$ cat config.mk
export PLATFORM = sky130hd
export DESIGN_NAME = johnson_phase_monitor
export DESIGN_NICKNAME = d
export VERILOG_FILES = /design/src/rtl/johnson_phase_monitor.sv
export SDC_FILE = /design/constraint.sdc
export NUM_CORES = 1
export LEC_CHECK = 0
export ABC_CLOCK_PERIOD_IN_PS = 4160
export BUFFER_PORTS_ARGS = -buffer_cell sky130_fd_sc_hd__buf_2
export CAP_MARGIN = 25
export CORE_ASPECT_RATIO = 0.9
export CORE_MARGIN = 2
export CORE_UTILIZATION = 45
export DETAILED_ROUTE_END_ITERATION = 10
export GPL_TIMING_DRIVEN = 0
export MAX_ROUTING_LAYER = met4
export PLACE_DENSITY = 0.67
export RECOVER_POWER = 50
export REMOVE_ABC_BUFFERS = 1
export SLEW_MARGIN = 20
export SYNTH_ARGS = -nofsm -noshare
export SYNTH_HDL_FRONTEND = slang
export SYNTH_SLANG_ARGS = --single-unit
$ cat constraint.sdc
create_clock -name clk -period 4.16 [get_ports clk]
set_input_delay 0.832 -clock clk [delete_from_list [all_inputs] [get_ports clk]]
set_output_delay 0.832 -clock clk [all_outputs]
set_load 0.02 [all_outputs]
$ cat src/rtl/johnson_phase_monitor.sv
// Johnson counter phase monitor: decodes the 4-bit code, tracks lock,
// flags sequence faults and counts revolutions while locked.
module johnson_phase_monitor #(
  parameter int LOCK_CNT = 3,
  parameter int REV_W    = 8
) (
  input  logic             clk,
  input  logic             reset,
  input  logic [3:0]       q,
  input  logic             clear_err,
  output logic [2:0]       phase,
  output logic [7:0]       phase_oh,
  output logic             code_valid,
  output logic             locked,
  output logic             fault,
  output logic [REV_W-1:0] rev_count,
  output logic             wrap_pulse
);

  typedef enum logic [1:0] {
    UNLOCKED,
    LOCKING,
    LOCKED,
    FAULT
  } state_t;

  state_t     state_q, state_d;
  logic [3:0] run_q, run_d;
  logic       prev_vld_q;
  logic       dec_vld;
  logic [2:0] dec_ph;
  logic       adv, hold, bad, wrap;

  always_comb begin
    dec_vld = 1'b1;
    dec_ph  = 3'd0;
    unique case (q)
      4'b0000: dec_ph = 3'd0;
      4'b0001: dec_ph = 3'd1;
      4'b0011: dec_ph = 3'd2;
      4'b0111: dec_ph = 3'd3;
      4'b1111: dec_ph = 3'd4;
      4'b1110: dec_ph = 3'd5;
      4'b1100: dec_ph = 3'd6;
      4'b1000: dec_ph = 3'd7;
      default: dec_vld = 1'b0;
    endcase
  end

  // phase register doubles as the stored previous legal phase
  assign adv  = dec_vld && prev_vld_q && (dec_ph == phase + 3'd1);
  assign hold = dec_vld && prev_vld_q && (dec_ph == phase);
  assign bad  = !(adv || hold);
  assign wrap = (state_q == LOCKED) && adv && (phase == 3'd7);

  always_comb begin
    state_d = state_q;
    run_d   = run_q;
    unique case (state_q)
      UNLOCKED: begin
        if (dec_vld) begin
          state_d = LOCKING;
          run_d   = 4'd0;
        end
      end
      LOCKING: begin
        if (adv) begin
          run_d = run_q + 4'd1;
          if (run_q + 4'd1 == 4'(LOCK_CNT)) state_d = LOCKED;
        end else if (bad) begin
          state_d = UNLOCKED;
          run_d   = 4'd0;
        end
      end
      LOCKED: begin
        if (bad) state_d = FAULT;
      end
      FAULT: begin
        if (clear_err) state_d = UNLOCKED;
      end
      default: state_d = UNLOCKED;
    endcase
  end

  always_ff @(posedge clk) begin
    if (reset) begin
      state_q    <= UNLOCKED;
      run_q      <= 4'd0;
      prev_vld_q <= 1'b0;
      phase      <= 3'd0;
      phase_oh   <= 8'd0;
      code_valid <= 1'b0;
      locked     <= 1'b0;
      fault      <= 1'b0;
      rev_count  <= '0;
      wrap_pulse <= 1'b0;
    end else begin
      state_q    <= state_d;
      run_q      <= run_d;
      prev_vld_q <= prev_vld_q | dec_vld;
      code_valid <= dec_vld;
      phase_oh   <= dec_vld ? (8'd1 << dec_ph) : 8'd0;
      if (dec_vld) phase <= dec_ph;
      locked     <= (state_d == LOCKED);
      fault      <= (state_d == FAULT);
      wrap_pulse <= wrap;
      if (wrap) rev_count <= rev_count + 1'b1;
    end
  end

endmodule

Yosys cells after proc, flatten, opt, wreduce, memory -nomap -nowiden
Cells that the tools add are included.
{"block": "word_totals", "reg_bits": 30, "input_bits": 7, "elab_cells": 59}
{"block": "op_classes", "n_addsub": 3, "eq_ne": 18, "n_shift": 1, "mux": 13, "bitwise": 2, "n_reduce_logical": 12}
{"operator": "$pmux 3 s7", "n": 1}
{"operator": "$eq 4x4->1 const B", "n": 4}
{"operator": "$mux 2", "n": 6}
{"operator": "$mux 4", "n": 3}
{"operator": "$add 8x1->8 const B", "n": 1}
{"operator": "$eq 2x2->1 const B", "n": 4}
{"operator": "$eq 4x2->1 const B", "n": 2}
{"operator": "$pmux 2 s4", "n": 1}
{"operator": "$pmux 4 s2", "n": 1}
{"operator": "$reduce_or 8->1", "n": 1}
{"operator": "$shl 1x3->8 const A", "n": 1}
{"operator": "$eq 3x3->1", "n": 2}
{"operator": "$logic_and 1x1->1", "n": 5}
{"operator": "$add 4x1->4 const B", "n": 1}
{"operator": "$eq 4x1->1 const B", "n": 1}
{"operator": "$eq 4x3->1 const B", "n": 1}
{"operator": "$logic_not 4->1", "n": 1}
{"operator": "$add 3x1->3 const B", "n": 1}
{"operator": "$eq 3x3->1 const B", "n": 1}
{"operator": "$ne 3x3->1 const B", "n": 1}
{"operator": "$reduce_and 3->1", "n": 1}
{"operator": "$eq 2x1->1 const B", "n": 1}
{"operator": "$logic_not 2->1", "n": 1}
{"operator": "$ne 2x2->1 const B", "n": 1}
{"operator": "6 further kinds", "n": 6}

Longest topological paths before layout
{"block": "depth", "word_depth": 10, "mapped_depth": 9}

Least setup slack after synthesis
OpenSTA, ideal clock, no wires.
{"block": "synth_path", "kind": "in2reg", "start": "in q[0]", "end": "reg locked", "arrival_time_ns": 2.364, "path_slack_ns": 1.680, "path_stages": 7, "path_cell_list": "buf_2 -> inv_1 -> mux2_1 -> a221o_1 -> or2_1 -> o22a_1 -> and3_1"}
{"block": "synth_via", "elab_chain_len": 10, "elab_cells_between_ends": 23}
{"element": "start, declared", "line_no": "9", "text": "input logic [3:0] q,"}
{"element": "parallel branches: the longest is 8 deep, another holds $pmux 3 s7"}
{"element": "$pmux 2 s4 *", "line_no": "59", "text": "unique case (state_q)"}
{"element": "$eq 2x2->1 *", "line_no": "104", "text": "locked <= (state_d == LOCKED);"}
{"element": "end signal, assigned", "line_no": "104"}
{"element": "end, declared", "line_no": "14", "text": "output logic locked,"}
Mark *: on every way between the ends.
A chain may end at the register's enable or synchronous reset.

Worst setup path after layout
{"block": "layout_path", "start": "in q[1]", "end": "reg rev_count[5]"}
{"block": "layout_via", "elab_chain_len": 7, "elab_cells_between_ends": 16}
{"element": "parallel branches: the longest is 4 deep, another holds $pmux 3 s7"}
{"element": "$logic_and 1x1->1 *", "line_no": "51", "text": "assign adv = dec_vld && prev_vld_q && (dec_ph == phase + 3'd1);"}
{"element": "$logic_and 1x1->1 * (2 in a row)", "line_no": "54", "text": "assign wrap = (state_q == LOCKED) && adv && (phase == 3'd7);"}
{"element": "end signal, assigned", "line_no": "107", "text": "if (wrap) rev_count <= rev_count + 1'b1;"}
{"element": "end, declared", "line_no": "16", "text": "output logic [REV_W-1:0] rev_count,"}
Marked as above.

==> report_table.html <==
<table>
<tr><th>Metric</th><th>Value</th></tr>
<tr><th colspan="2">Run status</th></tr>
<tr><td>Run status</td><td>finished, final reports clean</td></tr>
<tr><th colspan="2">Floorplanning</th></tr>
<tr><td>Die extent in y</td><td>61.48 microns</td></tr>
<tr><td>Chip width</td><td>67.86 microns</td></tr>
<tr><td>Core Area</td><td>3453 sq um</td></tr>
<tr><td>Area of the die</td><td>4172 sq um</td></tr>
<tr><td>Starting utilization of the core area</td><td>47.83%</td></tr>
<tr><td>Top Ports</td><td>30</td></tr>
<tr><td>Number of core rows</td><td>20</td></tr>
<tr><th colspan="2">Setup path</th></tr>
<tr><td>Crit Path Max Fanout</td><td>25</td></tr>
<tr><td>Data required time at the worst endpoint</td><td>4.36 ns</td></tr>
<tr><td>Critical Path Start Type</td><td>input pin</td></tr>
<tr><td>Worst endpoint data arrival time</td><td>3.45 ns</td></tr>
<tr><td>Class of the most critical setup path</td><td>input pin to flip-flop</td></tr>
<tr><td>Kind of end point of the critical path</td><td>flip-flop</td></tr>
<tr><td>Worst reg-to-reg path cell count</td><td>6</td></tr>
<tr><th colspan="2">Clock network</th></tr>
<tr><td>Sink count of the clock tree</td><td>30</td></tr>
<tr><td>Num CTS Buffers</td><td>5</td></tr>
<tr><td>H-Tree Depth</td><td>2</td></tr>
<tr><td>Cell chosen for the clock root</td><td>sky130_fd_sc_hd__clkbuf_8</td></tr>
<tr><td>Resize count post-CTS</td><td>0</td></tr>
<tr><td>TritonCTS clock tree</td><td>yes</td></tr>
<tr><td>Later-pin clock latency in the skew report</td><td>0.28 ns</td></tr>
<tr><td>Setup Fix Bufs, Post-CTS</td><td>0</td></tr>
<tr><td>Hold bufs inserted after CTS</td><td>0</td></tr>
<tr><td>Max Buffers Root-to-Sink</td><td>2</td></tr>
<tr><td>Clock-pin slew of the registers on the worst-case setup and hold paths</td><td>0.06 ns</td></tr>
<tr><th colspan="2">Routing</th></tr>
<tr><td>Total length of routed wires</td><td>3531 microns</td></tr>
<tr><td>Drc violations</td><td>0</td></tr>
<tr><td>Number of detailed-route iterations in the first pass</td><td>4</td></tr>
<tr><td>Via density per instance</td><td>5.640</td></tr>
<tr><td>First DRT Iteration DRCs</td><td>65</td></tr>
<tr><td>Number of nets with antenna violations after routing</td><td>0</td></tr>
<tr><td>WL/cell</td><td>13.53 microns</td></tr>
<tr><td>Total via count after detailed routing</td><td>1472</td></tr>
<tr><th colspan="2">Yosys</th></tr>
<tr><td>Main synth FF type</td><td>sky130_fd_sc_hd__dfxtp_1</td></tr>
<tr><td>Count of unique library cells instantiated by Yosys</td><td>59</td></tr>
<tr><td>#FFs+latches synth</td><td>30</td></tr>
<tr><td>Yosys warnings</td><td>0</td></tr>
<tr><td>Per-instance average area after synthesis</td><td>8.647 sq um</td></tr>
<tr><td>Post-synth design cell area</td><td>1652 sq um</td></tr>
<tr><td>Share of synthesized flip-flops with an asynchronous set or reset</td><td>0%</td></tr>
<tr><td>Post-synth EDFFs</td><td>0</td></tr>
<tr><td>Synth Instances</td><td>191</td></tr>
<tr><td>Share of synthesized area occupied by flip-flops and latches</td><td>36.36%</td></tr>
<tr><th colspan="2">Placement</th></tr>
<tr><td>Area of placed instances</td><td>1797 sq um</td></tr>
<tr><td>Half-perimeter wire length of the detailed placement result</td><td>2466 microns</td></tr>
<tr><td>Final GP Congestion</td><td>0.8385</td></tr>
<tr><td>Number of buffers inserted by port buffering</td><td>29</td></tr>
<tr><th colspan="2">Finish</th></tr>
<tr><td>Number of nets in the final layout</td><td>229</td></tr>
<tr><td>Finished layout cell area</td><td>1854 sq um</td></tr>
<tr><td>Fill cell count</td><td>326</td></tr>
<tr><td>Ratio of cells with drive above 1 in the final layout</td><td>11.98%</td></tr>
<tr><td>Growth of design area from synthesis to finish</td><td>12.27%</td></tr>
<tr><td>Antenna diodes</td><td>0</td></tr>
<tr><th colspan="2">Timing</th></tr>
<tr><td>Tmin final</td><td>3.245 ns</td></tr>
<tr><td>Sum of negative setup slack</td><td>0 ns</td></tr>
<tr><td>Max transition margin</td><td>33.21%</td></tr>
<tr><td>Unrepaired setup endpoints after global routing</td><td>no</td></tr>
<tr><td>Setup Skew</td><td>0.006939 ns</td></tr>
<tr><td>Peak Freq</td><td>308.2 MHz</td></tr>
<tr><td>Final hold viol count</td><td>0</td></tr>
<tr><td>Number of pins exceeding their max-slew limit in the final report</td><td>0</td></tr>
<tr><td>Share of the clock period used by the worst path</td><td>78.00%</td></tr>
<tr><td>Tightest Pin Transition</td><td>1.002 ns</td></tr>
<tr><td>Final count of negative-setup-slack endpoints</td><td>0</td></tr>
<tr><th colspan="2">Global routing</th></tr>
<tr><td>Overflow after GRT</td><td>0</td></tr>
<tr><td>Number of global-route vias before repair</td><td>1217</td></tr>
<tr><td>Overall fraction of global-route tracks in use</td><td>18.82%</td></tr>
<tr><td>Number of antenna violations at the first check in global routing</td><td>0</td></tr>
<tr><td>Pin count of the biggest net entering global routing</td><td>26</td></tr>
<tr><td>Wire length of the first global-routing pass</td><td>5602 microns</td></tr>
<tr><th colspan="2">Run</th></tr>
<tr><td>Count of maximum capacitance violations</td><td>0</td></tr>
<tr><th colspan="2">Pwr</th></tr>
<tr><td>Power Dens Cells</td><td>331.8 nW/um^2</td></tr>
<tr><td>Leakage power</td><td>0.7428 nW</td></tr>
<tr><td>IR drop worst, VDD</td><td>0.0001605 V</td></tr>
<tr><th colspan="2">Worst hold path</th></tr>
<tr><td>Min-delay worst type</td><td>flip-flop to flip-flop</td></tr>
<tr><td>Hold depth</td><td>2</td></tr>
</table>
==> layout by cell type, fill, tap and decap left out, types with 6 or more instances in the layout <==
master,synthesis,layout
sky130_fd_sc_hd__buf_2,2,12
sky130_fd_sc_hd__nor3_1,10,10
sky130_fd_sc_hd__nand2_1,12,12
sky130_fd_sc_hd__dfxtp_1,30,30
sky130_fd_sc_hd__nor2_1,15,15
sky130_fd_sc_hd__o21ai_0,6,6
sky130_fd_sc_hd__inv_1,7,7
sky130_fd_sc_hd__clkbuf_1,5,17
sky130_fd_sc_hd__o21ai_1,6,6
sky130_fd_sc_hd__or3_1,6,6
sky130_fd_sc_hd__a21oi_1,10,10
==> critical path: stages <==
cell,delay [ns]
sky130_fd_sc_hd__clkbuf_1,0.73
sky130_fd_sc_hd__nand2b_1,0.16
sky130_fd_sc_hd__o2bb2ai_1,0.20
sky130_fd_sc_hd__a2111oi_4,0.49
sky130_fd_sc_hd__o211ai_2,0.30
sky130_fd_sc_hd__or4_1,0.58
sky130_fd_sc_hd__a21oi_1,0.16
==> metrics by stage <==
step / hold slack [ns] / std cells / setup WS [ns] / utilization, % / power (mW)
finish: 0.4931 / 261 / 0.9153 / 53.70 / 0.6153
global route: 0.5064 / 261 / 0.7244 / 53.70 / 0.6470
detailed placement: 0.4856 / 254 / 1.096 / 52.03 / 0.4053
global placement: 0.4575 / 254 / 1.174 / 52.03 / 0.4022
floorplan: 0.4446 / 181 / 1.647 / - / 0.3737
CTS: 0.4944 / 261 / 1.356 / 54.31 / 0.6204
==> where the power goes <==
group          total, mW  internal (mW)  switching, mW
sequential         0.302          0.294        0.00831
clock              0.216          0.112          0.104
combinational     0.0974         0.0373         0.0601
==> registers in the layout (all words and copies together), names as in the netlist <==
register,flops
phase_oh,8
rev_count,8
run_q,4
phase,3
state_q,2
code_valid,1
fault,1
locked,1
prev_vld_q,1
wrap_pulse,1
==> area by class of cell <==
type | instances | area [sq um] | share of cell area [%]
clock buffer | 5 | 68.82 | 3.711
clock inverter | 2 | 10.01 | 0.5398
inverter | 7 | 26.28 | 1.417
multi-input combinational | 144 | 969.7 | 52.29
sequential | 30 | 600.6 | 32.39
tap | 44 | 55.05 | 2.969
timing repair buffer | 29 | 123.9 | 6.680
==> cell families after synthesis <==
family          after synthesis  synth area share [%]
simple gates                 77                 26.52
buf+inv                      17                 4.924
compound gates               55                 24.32
fa+ha+maj                     5                 3.788
mux                           3                 1.970
flops                        30                 36.36
xor+xnor                      4                 2.122
==> Yosys cell counts, types with 2 or more instances <==
cell,instances,share of area [%]
sky130_fd_sc_hd__nor3_1,10,3.0
sky130_fd_sc_hd__o211ai_1,2,0.91
sky130_fd_sc_hd__a31oi_1,2,0.76
sky130_fd_sc_hd__nor2_1,15,3.4
sky130_fd_sc_hd__ha_1,5,3.8
sky130_fd_sc_hd__and3_1,5,1.9
sky130_fd_sc_hd__o2bb2ai_1,2,1.1
sky130_fd_sc_hd__o31ai_1,3,1.4
sky130_fd_sc_hd__buf_2,2,0.61
sky130_fd_sc_hd__a21oi_1,10,3.0
sky130_fd_sc_hd__o21ai_0,6,1.8
sky130_fd_sc_hd__a21o_1,2,0.91
sky130_fd_sc_hd__o22a_1,2,1.1
sky130_fd_sc_hd__o22ai_1,3,1.1
sky130_fd_sc_hd__inv_1,7,1.6
sky130_fd_sc_hd__nor2b_1,5,1.9
sky130_fd_sc_hd__xnor2_1,2,1.1
sky130_fd_sc_hd__or4_1,2,0.91
sky130_fd_sc_hd__or3_1,6,2.3
sky130_fd_sc_hd__clkbuf_1,5,1.1
sky130_fd_sc_hd__nand2b_1,5,1.9
sky130_fd_sc_hd__nand2_1,12,2.7
sky130_fd_sc_hd__o21ai_1,6,1.8
sky130_fd_sc_hd__xor2_1,2,1.1
sky130_fd_sc_hd__buf_6,2,1.4
sky130_fd_sc_hd__and2_1,2,0.76
sky130_fd_sc_hd__nand3_1,4,1.2
sky130_fd_sc_hd__nor4b_1,2,1.1
sky130_fd_sc_hd__dfxtp_1,30,36
==> layer usage <==
metal  global-route usage [%]  vias to the layer above  part of all wire, %
met4                    6.000                        0                 0.82
met2                    30.95                       28                   45
met1                    22.65                      691                   49
li1                         -                      749                    -
met5                        -                        -                    0
met3                    4.936                        4                  4.7
==> path summary, 6_finish.rpt <==
kind	endpoint	slack (ns)	start
min	rev_count[7]$_SDFFE_PP0P_	0.49	rev_count[7]$_SDFFE_PP0P_
min reg2reg	rev_count[7]$_SDFFE_PP0P_	0.49	rev_count[7]$_SDFFE_PP0P_
max reg2reg	rev_count[5]$_SDFFE_PP0P_	1.46	phase[0]$_SDFFE_PP0P_
max	rev_count[5]$_SDFFE_PP0P_	0.92	q[1]
Power figures use the tool's default switching activity.
